## src/rtl/sparc_ifu_thrsched_pkg.sv

```systemverilog
// Shared definitions for the IFU thread scheduler: per-thread state encoding and defaults.
package sparc_ifu_thrsched_pkg;

  typedef enum logic [1:0] {
    THR_DEAD = 2'b00,
    THR_RDY  = 2'b01,
    THR_RUN  = 2'b10,
    THR_WAIT = 2'b11
  } thr_state_e;

  localparam int unsigned NthrDef    = 4;
  localparam int unsigned QuantumDef = 8;
  localparam int unsigned AgeMaxDef  = 32;
  // Age counters are 6 bits wide, enough for AgeMax up to 63.
  localparam int unsigned AgeW       = 6;

endpackage

```

## src/rtl/sparc_ifu_rrpick.sv

```systemverilog
// Round-robin one-hot picker: first requester found scanning upward from ptr_i+1 (mod Nthr).
module sparc_ifu_rrpick #(
  parameter int unsigned Nthr = 4,
  localparam int unsigned IdxW = (Nthr > 1) ? $clog2(Nthr) : 1
) (
  input  logic [Nthr-1:0] req_i,
  input  logic [IdxW-1:0] ptr_i,
  output logic [Nthr-1:0] gnt_o,
  output logic [IdxW-1:0] gnt_idx_o
);

  int unsigned idx;
  logic        found;

  // Scan Nthr positions after the pointer; the pointer's own slot is visited last.
  always_comb begin
    gnt_o     = '0;
    gnt_idx_o = '0;
    found     = 1'b0;
    idx       = 0;
    for (int unsigned k = 1; k <= Nthr; k++) begin
      idx = (32'(ptr_i) + k) % Nthr;
      if (!found && req_i[idx[IdxW-1:0]]) begin
        found                  = 1'b1;
        gnt_o[idx[IdxW-1:0]]   = 1'b1;
        gnt_idx_o              = idx[IdxW-1:0];
      end
    end
  end

endmodule

```

## src/rtl/sparc_ifu_thrsched.sv

```systemverilog
// IFU per-thread scheduling state tracker with round-robin next-thread picker and
// quantum-based time slicing. Optional feature macro SPARC_IFU_THRSCHED_AGE_EN adds per-thread
// RDY age counters that force a pick of a starved thread once it reaches AgeMax.
module sparc_ifu_thrsched
  import sparc_ifu_thrsched_pkg::*;
#(
  parameter int unsigned Nthr    = NthrDef,
  parameter int unsigned Quantum = QuantumDef
`ifdef SPARC_IFU_THRSCHED_AGE_EN
  ,
  parameter int unsigned AgeMax  = AgeMaxDef
`endif
) (
  input  logic            clk_i,
  input  logic            rst_l_i,
  input  logic [Nthr-1:0] thr_active_i,
  input  logic [Nthr-1:0] thr_wait_s_i,
  input  logic [Nthr-1:0] completion_i,
  input  logic            sel_accept_i,
  output logic [Nthr-1:0] thr_sel_o,
  output logic            sel_vld_o,
  output logic [Nthr-1:0] thr_run_o,
  output logic [Nthr-1:0] thr_rdy_o,
  output logic [Nthr-1:0] thr_wait_o,
  output logic            switch_req_o
);

  localparam int unsigned IdxW = (Nthr > 1) ? $clog2(Nthr) : 1;
  localparam int unsigned CntW = $clog2(Quantum);

  thr_state_e      st_q [Nthr];
  thr_state_e      st_d [Nthr];
  logic [IdxW-1:0] ptr_q, ptr_d;
  logic [CntW-1:0] cnt_q, cnt_d;

  logic [Nthr-1:0] run_q, rdy_q, wait_q, run_d;
  logic [Nthr-1:0] rr_gnt, sel;
  logic [IdxW-1:0] rr_idx, sel_idx;
  logic            age_ovr;
  logic            fire;

  // Decode registered per-thread state into one-hot/bit vectors.
  always_comb begin
    run_q  = '0;
    rdy_q  = '0;
    wait_q = '0;
    for (int i = 0; i < Nthr; i++) begin
      run_q[i]  = (st_q[i] == THR_RUN);
      rdy_q[i]  = (st_q[i] == THR_RDY);
      wait_q[i] = (st_q[i] == THR_WAIT);
    end
  end

  sparc_ifu_rrpick #(
    .Nthr (Nthr)
  ) u_rrpick (
    .req_i     (rdy_q),
    .ptr_i     (ptr_q),
    .gnt_o     (rr_gnt),
    .gnt_idx_o (rr_idx)
  );

`ifdef SPARC_IFU_THRSCHED_AGE_EN
  logic [AgeW-1:0] age_q [Nthr];
  logic [AgeW-1:0] age_d [Nthr];
  logic [Nthr-1:0] aged;
  logic [Nthr-1:0] aged_gnt;
  logic [IdxW-1:0] aged_idx;

  // Lowest-index thread that has sat in RDY for AgeMax cycles overrides round-robin.
  always_comb begin
    aged     = '0;
    aged_gnt = '0;
    aged_idx = '0;
    for (int i = Nthr - 1; i >= 0; i--) begin
      aged[i] = rdy_q[i] && (age_q[i] == AgeW'(AgeMax));
      if (aged[i]) begin
        aged_gnt    = '0;
        aged_gnt[i] = 1'b1;
        aged_idx    = IdxW'(i);
      end
    end
    age_ovr = |aged;
    sel     = age_ovr ? aged_gnt : rr_gnt;
    sel_idx = age_ovr ? aged_idx : rr_idx;
  end

  // Age counts only consecutive RDY cycles; any other state (or fresh entry) restarts at 0.
  always_comb begin
    for (int i = 0; i < Nthr; i++) begin
      age_d[i] = '0;
      if (st_d[i] == THR_RDY && st_q[i] == THR_RDY) begin
        age_d[i] = (age_q[i] == AgeW'(AgeMax)) ? age_q[i] : age_q[i] + AgeW'(1);
      end
    end
  end

  // Age counter registers.
  always_ff @(posedge clk_i) begin
    for (int i = 0; i < Nthr; i++) begin
      if (!rst_l_i) age_q[i] <= '0;
      else          age_q[i] <= age_d[i];
    end
  end
`else
  // Pure round-robin selection.
  always_comb begin
    sel     = rr_gnt;
    sel_idx = rr_idx;
    age_ovr = 1'b0;
  end
`endif

  assign fire = sel_accept_i & (|sel);

  // Per-thread next state, pointer and quantum counter.
  always_comb begin
    run_d = '0;
    for (int i = 0; i < Nthr; i++) begin
      st_d[i] = st_q[i];
      if (!thr_active_i[i]) begin
        st_d[i] = THR_DEAD;
      end else begin
        unique case (st_q[i])
          THR_DEAD: st_d[i] = THR_RDY;
          THR_WAIT: if (completion_i[i]) st_d[i] = THR_RDY;
          THR_RUN: begin
            // Completion arriving with the switch-out means the wait is already over.
            if (thr_wait_s_i[i])  st_d[i] = completion_i[i] ? THR_RDY : THR_WAIT;
            else if (fire && !sel[i]) st_d[i] = THR_RDY;
          end
          THR_RDY: if (fire && sel[i]) st_d[i] = THR_RUN;
          default: st_d[i] = THR_DEAD;
        endcase
      end
      run_d[i] = (st_d[i] == THR_RUN);
    end

    if (run_d == '0 || run_d != run_q) begin
      cnt_d = '0;
    end else if (cnt_q != CntW'(Quantum - 1)) begin
      cnt_d = cnt_q + CntW'(1);
    end else begin
      cnt_d = cnt_q;
    end

    ptr_d = fire ? sel_idx : ptr_q;
  end

  // State, pointer and counter registers with synchronous active-low reset.
  always_ff @(posedge clk_i) begin
    if (!rst_l_i) begin
      for (int i = 0; i < Nthr; i++) st_q[i] <= THR_DEAD;
      ptr_q <= IdxW'(Nthr - 1);
      cnt_q <= '0;
    end else begin
      for (int i = 0; i < Nthr; i++) st_q[i] <= st_d[i];
      ptr_q <= ptr_d;
      cnt_q <= cnt_d;
    end
  end

  // Outputs are purely combinational from registered state.
  always_comb begin
    thr_sel_o    = sel;
    sel_vld_o    = |sel;
    thr_run_o    = run_q;
    thr_rdy_o    = rdy_q;
    thr_wait_o   = wait_q;
    switch_req_o = (|rdy_q) & ((run_q == '0) | (cnt_q == CntW'(Quantum - 1)) | age_ovr);
  end

endmodule
```

## config.mk

```make
export PLATFORM = sky130hd
export DESIGN_NAME = sparc_ifu_thrsched
export DESIGN_NICKNAME = d
export VERILOG_FILES = /design/src/rtl/sparc_ifu_thrsched_pkg.sv /design/src/rtl/sparc_ifu_rrpick.sv /design/src/rtl/sparc_ifu_thrsched.sv
export SDC_FILE = /design/constraint.sdc
export NUM_CORES = 1
export LEC_CHECK = 0
export ABC_AREA = 1
export CORE_ASPECT_RATIO = 1.5
export CORE_MARGIN = 2
export CORE_UTILIZATION = 30
export CTS_CLUSTER_DIAMETER = 200
export DETAILED_ROUTE_END_ITERATION = 12
export DONT_BUFFER_PORTS = 1
export SLEW_MARGIN = 10
export SYNTH_ARGS = -nofsm -noshare
export SYNTH_HDL_FRONTEND = slang
export SYNTH_SLANG_ARGS = --single-unit
```

## constraint.sdc

```tcl
create_clock -name clk_i -period 2.32 [get_ports clk_i]
set_input_delay 0.348 -clock clk_i [delete_from_list [all_inputs] [get_ports clk_i]]
set_output_delay 0.348 -clock clk_i [all_outputs]
set_load 0.01 [all_outputs]
```

* After elaboration in Yosys (flattened, before gate mapping) *
Memory sizes are Yosys's and may differ from the RTL's.
Index checks and enable logic that the tools add are counted.

cells by class
  order comparisons = 8
  muxes and demuxes = 61
  bitwise operators = 11
  reduce and logical (&&, ||, !) cells = 32
  add/sub/neg operators = 5
  equality and inequality tests = 19

operator list
  operator                                                                             count
  2-bit two-way mux                                                                    32
  2-bit case mux with 4 select lines                                                   4
  2-bit == test, second input constant                                                 12
  4-bit two-way mux                                                                    4
  1-bit logical AND                                                                    15
  1-bit two-way mux                                                                    13
  2-bit by 3-bit < comparator with 1-bit output, second input constant                 4
  4-bit bitwise OR                                                                     3
  1-bit binary-select mux with 2-bit select                                            4
  1-bit demux with 2-bit select                                                        4
  2-bit by 1-bit == test with 1-bit output, second input constant                      4
  2-bit by 1-bit greater-or-equal comparator with 1-bit output, second input constant  4
  2-bit logical NOT                                                                    4
  4-bit logical NOT                                                                    2
  4-bit OR reduction                                                                   2
  1-bit logical NOT                                                                    7
  1-bit bitwise OR                                                                     5
  2-bit by 1-bit adder with 2-bit output, second input constant                        2
  2-bit adder, second input constant                                                   2
  4-bit inequality test                                                                1
  3-bit by 1-bit adder with 3-bit output, second input constant                        1
  3-bit == test, second input constant                                                 1
  3-bit inequality test, second input constant                                         1
  1-bit AND                                                                            2
  3 further kinds                                                                      3

storage, ports and cells
  memories kept = 1
  bits in registers = 5
  logic and storage cells = 139
  bits in writable memories = 8

memory list
  memory  depth  bits a word  read ports  clocked after memory_dff  wr ports  RTL line                  RTL
  st_q    4      2            4           0                         4         sparc_ifu_thrsched.sv:31  thr_state_e st_q [Nthr];

* Logic depth before layout (Yosys ltp) *
Gate-level depths: netlist (run 1).
An unclocked memory read counts as a cell.

  depth in word-level cells = 25
  mapped depth = 22

* Cells and area by module *
Synthesis (run 1) repeated with hierarchy kept, for this count alone.

second synthesis, totals
  cell total of the unflattened synthesis = 222
  area, all modules = 1412.6 um^2

modules (own cells, without submodules)
  module              cells each  instances  area each (um^2)  sequential area each (um^2)
  sparc_ifu_thrsched  137         1          877.1             260.2
  sparc_ifu_rrpick    85          1          535.5             0.0

* Worst setup path after synthesis (run 1) *
OpenSTA, ideal clock, no wires.

  path type = reg2reg
  from = register ptr_q[0]
  to = register cnt_q[1]
  setup slack = -0.216 ns
  stages on the path, launching flop included = 20
  buffers on the path = 0
  data required time = 2.204 ns
  arrival = 2.420 ns
  cell sequence = dfxtp_1 inv_2 ha_1 inv_1 nand3_2 nand2_4 nand2_4 inv_4 nand3_1 nand3_4 nor2_4 nand2_8 nand4_2 a21o_1 nand2_1 nand2_1 nand2_1 nor2_1 nand2_1 nor2_1

on the way
  longest elaborated chain between the ends = 24
  elaborated cells between the ends (all ways) = 90

ends and longest elaborated chain
  what                                                                                    RTL line                   RTL
  start: declaration                                                                      sparc_ifu_thrsched.sv:33   logic [IdxW-1:0] ptr_q, ptr_d;
  start signal: assignment                                                                sparc_ifu_thrsched.sv:154  ptr_q <= IdxW'(Nthr - 1);
  start signal: assignment                                                                sparc_ifu_thrsched.sv:158  ptr_q <= ptr_d;
  branches (longest 12 deep; another with 2-bit by 3-bit < comparator with 1-bit output)  -
  4-bit two-way mux (*)                                                                   sparc_ifu_rrpick.sv:23     if (!found && req_i[idx[IdxW-1:0]]) begin
  net thr_sel_o[0]                                                                        sparc_ifu_thrsched.sv:20   output logic [Nthr-1:0] thr_sel_o,
  4-bit OR reduction (*)                                                                  -
  net sel_vld_o                                                                           sparc_ifu_thrsched.sv:21   output logic sel_vld_o,
  1-bit AND (*)                                                                           sparc_ifu_thrsched.sv:114  assign fire = sel_accept_i & (|sel);
  1-bit logical AND                                                                       sparc_ifu_thrsched.sv:130  else if (fire && !sel[i]) st_d[i] = THR_RDY;
  2-bit two-way mux                                                                       sparc_ifu_thrsched.sv:130
  2-bit two-way mux                                                                       sparc_ifu_thrsched.sv:129  if (thr_wait_s_i[i]) st_d[i] = completion_i[i] ? THR_RDY : THR_WAIT;
  2-bit case mux with 4 select lines                                                      sparc_ifu_thrsched.sv:124  unique case (st_q[i])
  2-bit two-way mux                                                                       sparc_ifu_thrsched.sv:121  if (!thr_active_i[i]) begin
  2-bit == test                                                                           sparc_ifu_thrsched.sv:136  run_d[i] = (st_d[i] == THR_RUN);
  4-bit inequality test or 4-bit logical NOT (tied branches)                              sparc_ifu_thrsched.sv:139  if (run_d == '0 || run_d != run_q) begin
  1-bit logical OR (*)                                                                    sparc_ifu_thrsched.sv:139
  2-bit OR reduction (no source line) (*)                                                 -
  end signal: assignment                                                                  sparc_ifu_thrsched.sv:159  cnt_q <= cnt_d;
  end: declaration                                                                        sparc_ifu_thrsched.sv:34   logic [CntW-1:0] cnt_q, cnt_d;

Mark *: on every way through the listed nets, which the timed path passes. The select of a mux whose other input is x is not followed.
A chain may end at the register's enable or synchronous reset.

* Worst setup path after layout (run 1) *
  from = register ptr_q[0]
  to = output sel_vld_o

on the way
  longest elaborated chain between the ends = 14
  elaborated cells between the ends (all ways) = 49

ends and longest elaborated chain
  what                                                                                    RTL line                   RTL
  branches (longest 12 deep; another with 2-bit by 3-bit < comparator with 1-bit output)  -
  4-bit two-way mux (*)                                                                   sparc_ifu_rrpick.sv:23
  4-bit OR reduction (*)                                                                  sparc_ifu_thrsched.sv:166  sel_vld_o = |sel;
  end: declaration                                                                        sparc_ifu_thrsched.sv:21

Mark *: on every way between the ends. The select of a mux whose other input is x is not followed.

==> results.md, run 1 <==
- First-pass GRT wire length: 7038 µm
- Worst Tran Pin Value: 0.5538 ns
- Area Growth Syn to Fin: 42.95%
- Vias after detailed routing: 1588
- Min Hold Slack: 0.1621 ns
- Post-synth cell types: 31
- Rel. slew slack: 0.6294
- Grt total ovfl: 0
- Worst-path clk slew: 0.06 ns
- Root buffer cell: clkbuf_8
- Crit path kind: flop to primary output
- Mapped Nets: 239
- WL/cell: 13.38 µm
- # fillers: 492
- Crit path launch type: flop
- P per Cell Area: 1012 nW/µm²
- Die Y: 89.85 µm
- Site Rows: 31
- H-tree levels: 1
- Mapped cell area: 1474 µm²
- VDD IR max: 409.7 µV
- Lkg Pwr: 0.001011 µW
- CTS Buf Count: 3
- Hold buffers post-CTS: 0
- CORE AREA: 4771 µm²
- DRT Wirelength: 4363 µm
- Failing checks: negative setup slack
- Period utilization: 1.029
- RSZ-0062 raised after global routing: true
- DP Worst Slack: -0.08688 ns
- CTS tree: done
- Yosys warning total: 0
- Clk_skew: 0.003337 ns
- Area contributors post-synth: dfxtp_1 18%, nand3_1 11%, nand2_1 9.7%, inv_1 8.1%, ha_1 7.6%
- Detailed placement HPWL: 3433 µm
- Final #Nets: 285
- CTS sink count: 13
- Pin count of the biggest net entering global routing: 10
- Full die area: 5501 µm²
- Cell taking the most area after synthesis: dfxtp_1
- Hold WC Path Type: input pin to flop
- IO Count: 33
- Fin Setup TNS: -0.2886 ns
- Clock latency on the worst-skew pair: 0.25 ns
- WP data arrival: 2.04 ns
- Outcome: finished, violations left
- Max-slew violations: 0
- Post-synthesis sequential area ratio: 0.1766
- GPL Wtd Cong: 0.8956
- Worst-case clock buffer depth: 2
- Initial antenna violation count: 0
- Vias in the first global route: 1595
- Die Wd: 61.23 µm
- Vias per cell: 4.871
- Yosys reg bits: 13
- Final hold vios: 0
- Post-synth top area share: 0.1766
- # Max-Cap Violations: 0
- Min cycle time layout: 2.386 ns
- Initial Utilization: 0.3089
- Avg Inst Size Synth: 6.855 µm²
- PnR worst setup slack: -0.06628 ns
- Antenna cells: 0
- DRC violations left: 0
- DR pass1 iterations: 4
- CP required: 1.97 ns
- Layout cells sized above 1: 0.4692
- Gr usage total: 0.1670
- 1st-iter DRT viols: 21
- Worst Path Max Fanout: 8
- Number of I/O port buffers: 0
- F_max: 0.4191 GHz
- Final setup violation count: 6
- Cells after Synth: 215
- DRT antenna net count: 0
- Critical Path End Type: primary output
-- routing by layer --
metal  GRT usage  up-vias  wire (µm)
met5           0        -          0
met4     0.08152        0        153
met3     0.03741       14        279
met2      0.2996       54       2440
met1      0.1695      729       1490
li1            -      791          -
-- layout make-up --
| cell class | instances | area [µm²] | area share |
|---|---|---|---|
| inverter | 41 | 166.4 | 0.07898 |
| sequential | 13 | 262.8 | 0.1247 |
| timing repair buffer | 42 | 351.6 | 0.1669 |
| multi-input combinational | 160 | 1199 | 0.5689 |
| clock buffer | 4 | 45.04 | 0.02138 |
| tap | 66 | 82.58 | 0.03919 |
-- where the power goes --
part / total [µW] / switching [µW] / internal [µW]
sequential: 265 / 19.7 / 245
combinational: 1650 / 921 / 729
clock: 217 / 94.8 / 122
total: 2130 / 1040 / 1100
-- flip-flops by register name, summed over array words and instances, names as in the netlist --
register	flops
cnt_q	3
ptr_q	2
st_q	8
-- critical path, cell delays in order, from the launching register on --
cell	delay (ns)
dfxtp_2	0.36
inv_4	0.05
ha_4	0.25
buf_4	0.14
nand2_4	0.08
nand2_8	0.08
buf_12	0.13
nand3_2	0.08
nand3_4	0.09
nor2_4	0.14
nand2_8	0.10
buf_4	0.14
buf_4	0.14
-- per-stage QoR --
| step | instances | util | cell area [µm²] | total power [µW] |
|---|---|---|---|---|
| global route | 326 | 0.4416 | 2107 | 2266 |
| finish | 326 | 0.4416 | 2107 | 2132 |
| global placement | 314 | 0.3850 | 1837 | 1587 |
| CTS | 321 | 0.4115 | 1963 | 1917 |
| detailed placement | 314 | 0.3850 | 1837 | 1603 |
| floorplan | 215 | - | 1491 | 1156 |
-- placed cells by master (no fill, tap or decap), types with 4 or more instances in the layout --
cell,count
o21ai_0,6
nand3_2,17
nor2_2,5
nand3_1,20
nor2_1,21
ha_1,6
nand3_4,8
a21oi_1,4
inv_1,29
nand2_4,4
dfxtp_1,11
inv_2,7
nand2_2,18
nand2_1,25
buf_4,37
-- worst paths after layout --
kind / slack [ns] / cells past startpoint / start / end
hold reg to reg: 0.53 / 2 / cnt_q[1] / cnt_q[1]
hold / removal: 0.16 / 1 / rst_l_i / ptr_q[1]
setup reg to reg: -0.06 / 19 / ptr_q[0] / cnt_q[0]
setup / recovery: -0.07 / 12 / ptr_q[0] / sel_vld_o
-- cells in the mapped netlist (all sizes together) --
master / instances
nand3: 45
a21oi: 5
a21boi: 1
nand2: 49
a311oi: 3
a41oi: 1
dfxtp: 13
buf: 1
mux2i: 2
o21ai: 7
a21o: 2
nor2: 29
nand4: 3
clkinv: 4
nor4: 2
o311ai: 1
ha: 9
inv: 37
xor2: 1
-- cells by family after synthesis --
| group | count (synthesis) | synth area share |
|---|---|---|
| compound gates | 20 | 0.09593 |
| xor+xnor | 1 | 0.005943 |
| fa+ha+maj | 9 | 0.07640 |
| buf+inv | 42 | 0.1112 |
| flops | 13 | 0.1766 |
| mux | 2 | 0.01358 |
| simple gates | 128 | 0.5204 |
-- what timing repair did --
item                                    CTS  global route
pin swaps                                10            23
endpoints found under the setup margin    4             9
setup buffers                             3             6
resized for setup                        14            31
(Power assumes the default switching activity.)
==> inputs of run 2 (changes only) <==
Settings changed: GPL_TIMING_DRIVEN set to 0.
==> run 2 against run 1 <==
  * The flow still finishes with violations (negative setup slack)
  * Via count decreased by 5.0%
  * Wire length decreased by 2.6%
  * Global-route usage decreased by 1.1 points
  * Clock power decreased by 4%
  * Setup slack got worse by 0.10 ns
  * Core utilization decreased by 2.2 points
  * Maximum frequency decreased by 4.0%
  * Sequential share of layout area increased by 0.89 points
  * Flip-flop and latch count unchanged
  * Critical path depth increased by 9
  * Cell count decreased by 5.2%
  * Hold slack improved by 0.012 ns
==> results.md, run 2 (synthesized netlist as in run 1, its figures left out) <==
- Clock latency on the worst-skew pair: 0.24 ns (about the same)
- Register cell area after layout: 267.8 µm² (+1.9%)
- Min Hold Slack: 0.1744 ns (+0.01222 ns)
- CP required: 2.50 ns (+0.53 ns)
- Utilization after layout: 0.4201 (-0.02150)
- Failing checks: negative setup slack
- Full die area: 5501 µm² (unchanged)
- Vias after detailed routing: 1508 (-5.0%)
- CTS sink count: 13 (unchanged)
- Critical Path End Type: flop
- Crit path launch type: flop
- Gr usage total: 0.1562 (-0.01075)
- Final Total Pwr: 2007 µW (-5.8%)
- VDD IR max: 376.1 µV (-8.2%)
- Root buffer cell: clkbuf_8
- Final hold vios: 0 (unchanged)
- GPL Wtd Cong: 0.8443 (-5.7%)
- Vias in the first global route: 1452 (-9.0%)
- Rel. slew slack: 0.6654 (+0.03599)
- FF-to-FF End: cnt_q[1]
- Clk_skew: 0.003872 ns (+0.0005344 ns)
- Hold WC Path Type: input pin to flop
- DP Worst Slack: -0.3898 ns (-0.3029 ns)
- DRT antenna net count: 0 (unchanged)
- Max FFs per register: 8 (unchanged)
- Layout cells sized above 1: 0.4074 (-0.06182)
- Worst R2R Start: ptr_q[1]
- Max-slew violations: 0 (unchanged)
- DRC violations left: 0 (unchanged)
- Worst Hold Path EP: ptr_q[1]
- Hold buffers post-CTS: 0 (unchanged)
- Detailed placement HPWL: 2883 µm (-16%)
- DR pass1 iterations: 4 (unchanged)
- R2r setup slk: -0.17 ns (-0.11 ns)
- DRT Wirelength: 4250 µm (-2.6%)
- R2R depth: 21 (+2)
- Min cycle time layout: 2.487 ns (+0.1005 ns)
- Lkg Pwr: 0.0009057 µW (-10%)
- Worst hold path cell count: 1 (unchanged)
- H-tree levels: 1 (unchanged)
- Area Growth Syn to Fin: 35.99%
- Multi-input gate area: 1242 µm² (+3.7%)
- IO Count: 33 (unchanged)
- WP data arrival: 2.67 ns (+0.63 ns)
- Final setup violation count: 5 (-1)
- Vias per cell: 4.880 (+0.19%)
- Min-delay src: rst_l_i
- Initial antenna violation count: 0 (unchanged)
- Worst Tran Pin Value: 0.5000 ns (-0.05379 ns)
- F_max: 0.4021 GHz (-4.0%)
- PnR worst setup slack: -0.1668 ns (-0.1005 ns)
- CTS tree: done
- 1st-iter DRT viols: 41 (+95%)
- Final #Nets: 268 (-6.0%)
- # fillers: 493 (+0.20%)
- Largest Register: st_q
- WL/cell: 13.75 µm (+2.8%)
- Pin count of the biggest net entering global routing: 11 (+1)
- Outcome: finished, violations left
- # Max-Cap Violations: 0 (unchanged)
- Worst-path clk slew: 0.06 ns (about the same)
- Worst Path Max Fanout: 8 (unchanged)
- Site Rows: 31 (unchanged)
- CTS Buf Count: 3 (unchanged)
- First-pass GRT wire length: 6637 µm (-5.7%)
- Die Wd: 61.23 µm (unchanged)
- Largest regs: st_q: 8 flops, cnt_q: 3 flops, ptr_q: 2 flops
- Die Y: 89.85 µm (unchanged)
- Crit path kind: flop to flop
- Initial Utilization: 0.3089 (unchanged)
- Commonest cells after routing, fill and taps aside: 29 x inv_1, 29 x nand2_1, 24 x nor2_1, 24 x buf_4, 19 x nand3_1
- P per Cell Area: 1001 nW/µm² (-1.0%)
- Worst-case clock buffer depth: 2 (unchanged)
- Grt total ovfl: 0 (unchanged)
- Antenna cells: 0 (unchanged)
- CORE AREA: 4771 µm² (unchanged)
- Period utilization: 1.072 (+0.04331)
- Number of I/O port buffers: 0 (unchanged)
- RSZ-0062 raised after global routing: true
- Fin Setup TNS: -0.6876 ns (-0.3990 ns)
==> run 2: worst max-delay path by stage <==
stage / startpoint / to
final: ptr_q[1] / cnt_q[1]
after global routing: ptr_q[1] / cnt_q[1]
after CTS: ptr_q[0] / cnt_q[2]
after detailed placement: ptr_q[0] / cnt_q[1]
after global placement: ptr_q[0] / cnt_q[0]
after floorplan: ptr_q[0] / cnt_q[1]
==> run 2: cell type report <==
cell class              instances  share of cell area
multi-input cells             160              0.6199
flip-flops and latches         13              0.1336
well taps                      66             0.04120
plain buffers                   1            0.002497
inverters                      41             0.09051
clock buffers                   4             0.02247
repair buffers                 24             0.08989
==> run 2: power by group <==
| part | internal, µW | total, µW | leakage (µW) | switching [µW] |
|---|---|---|---|---|
| sequential | 249 | 283 | 0.000106 | 34.7 |
| clock | 121 | 208 | 0.0000228 | 86.3 |
| combinational | 559 | 1520 | 0.000777 | 957 |
| total | 929 | 2010 | 0.000906 | 1080 |
==> run 2: routing by layer <==
metal,up-vias,part of all wire,GRT usage,wire [µm]
met5,-,0,0,0
met4,0,0.022,0.05797,93
met3,8,0.044,0.02734,188
met2,38,0.56,0.2730,2362
met1,700,0.38,0.1795,1605
li1,762,-,-,-
==> run 2: stage by stage <==
stage	cell area, µm²	cells
2_1_floorplan	1491	215
3_3_place_gp	1574	281
3_5_place_dp	1574	281
4_1_cts	1828	304
5_1_grt	2004	309
6_report	2004	309
==> run 2: critical path, cell delays in order (launching register included) <==
cell and delay [ns]:
dfxtp_4 0.38, inv_6 0.04, ha_4 0.26, inv_4 0.09
nand3_4 0.09, nand2_8 0.12, inv_8 0.05, nand2_2 0.06
nand2_2 0.06, inv_2 0.07, nand3_4 0.12, nor2_4 0.18
nand2_8 0.12, nand3_2 0.09, nand2_1 0.05, nand2_1 0.07
nand2_2 0.06, a21boi_2 0.14, nand3_1 0.09, nand2_1 0.12
nand2_2 0.07, nor2_1 0.09
==> run 2: what timing repair did <==
item	4_1_cts	5_1_grt
pin swaps	15	12
resized for setup	20	32
setup buffers	19	5
endpoints found under the setup margin	10	7
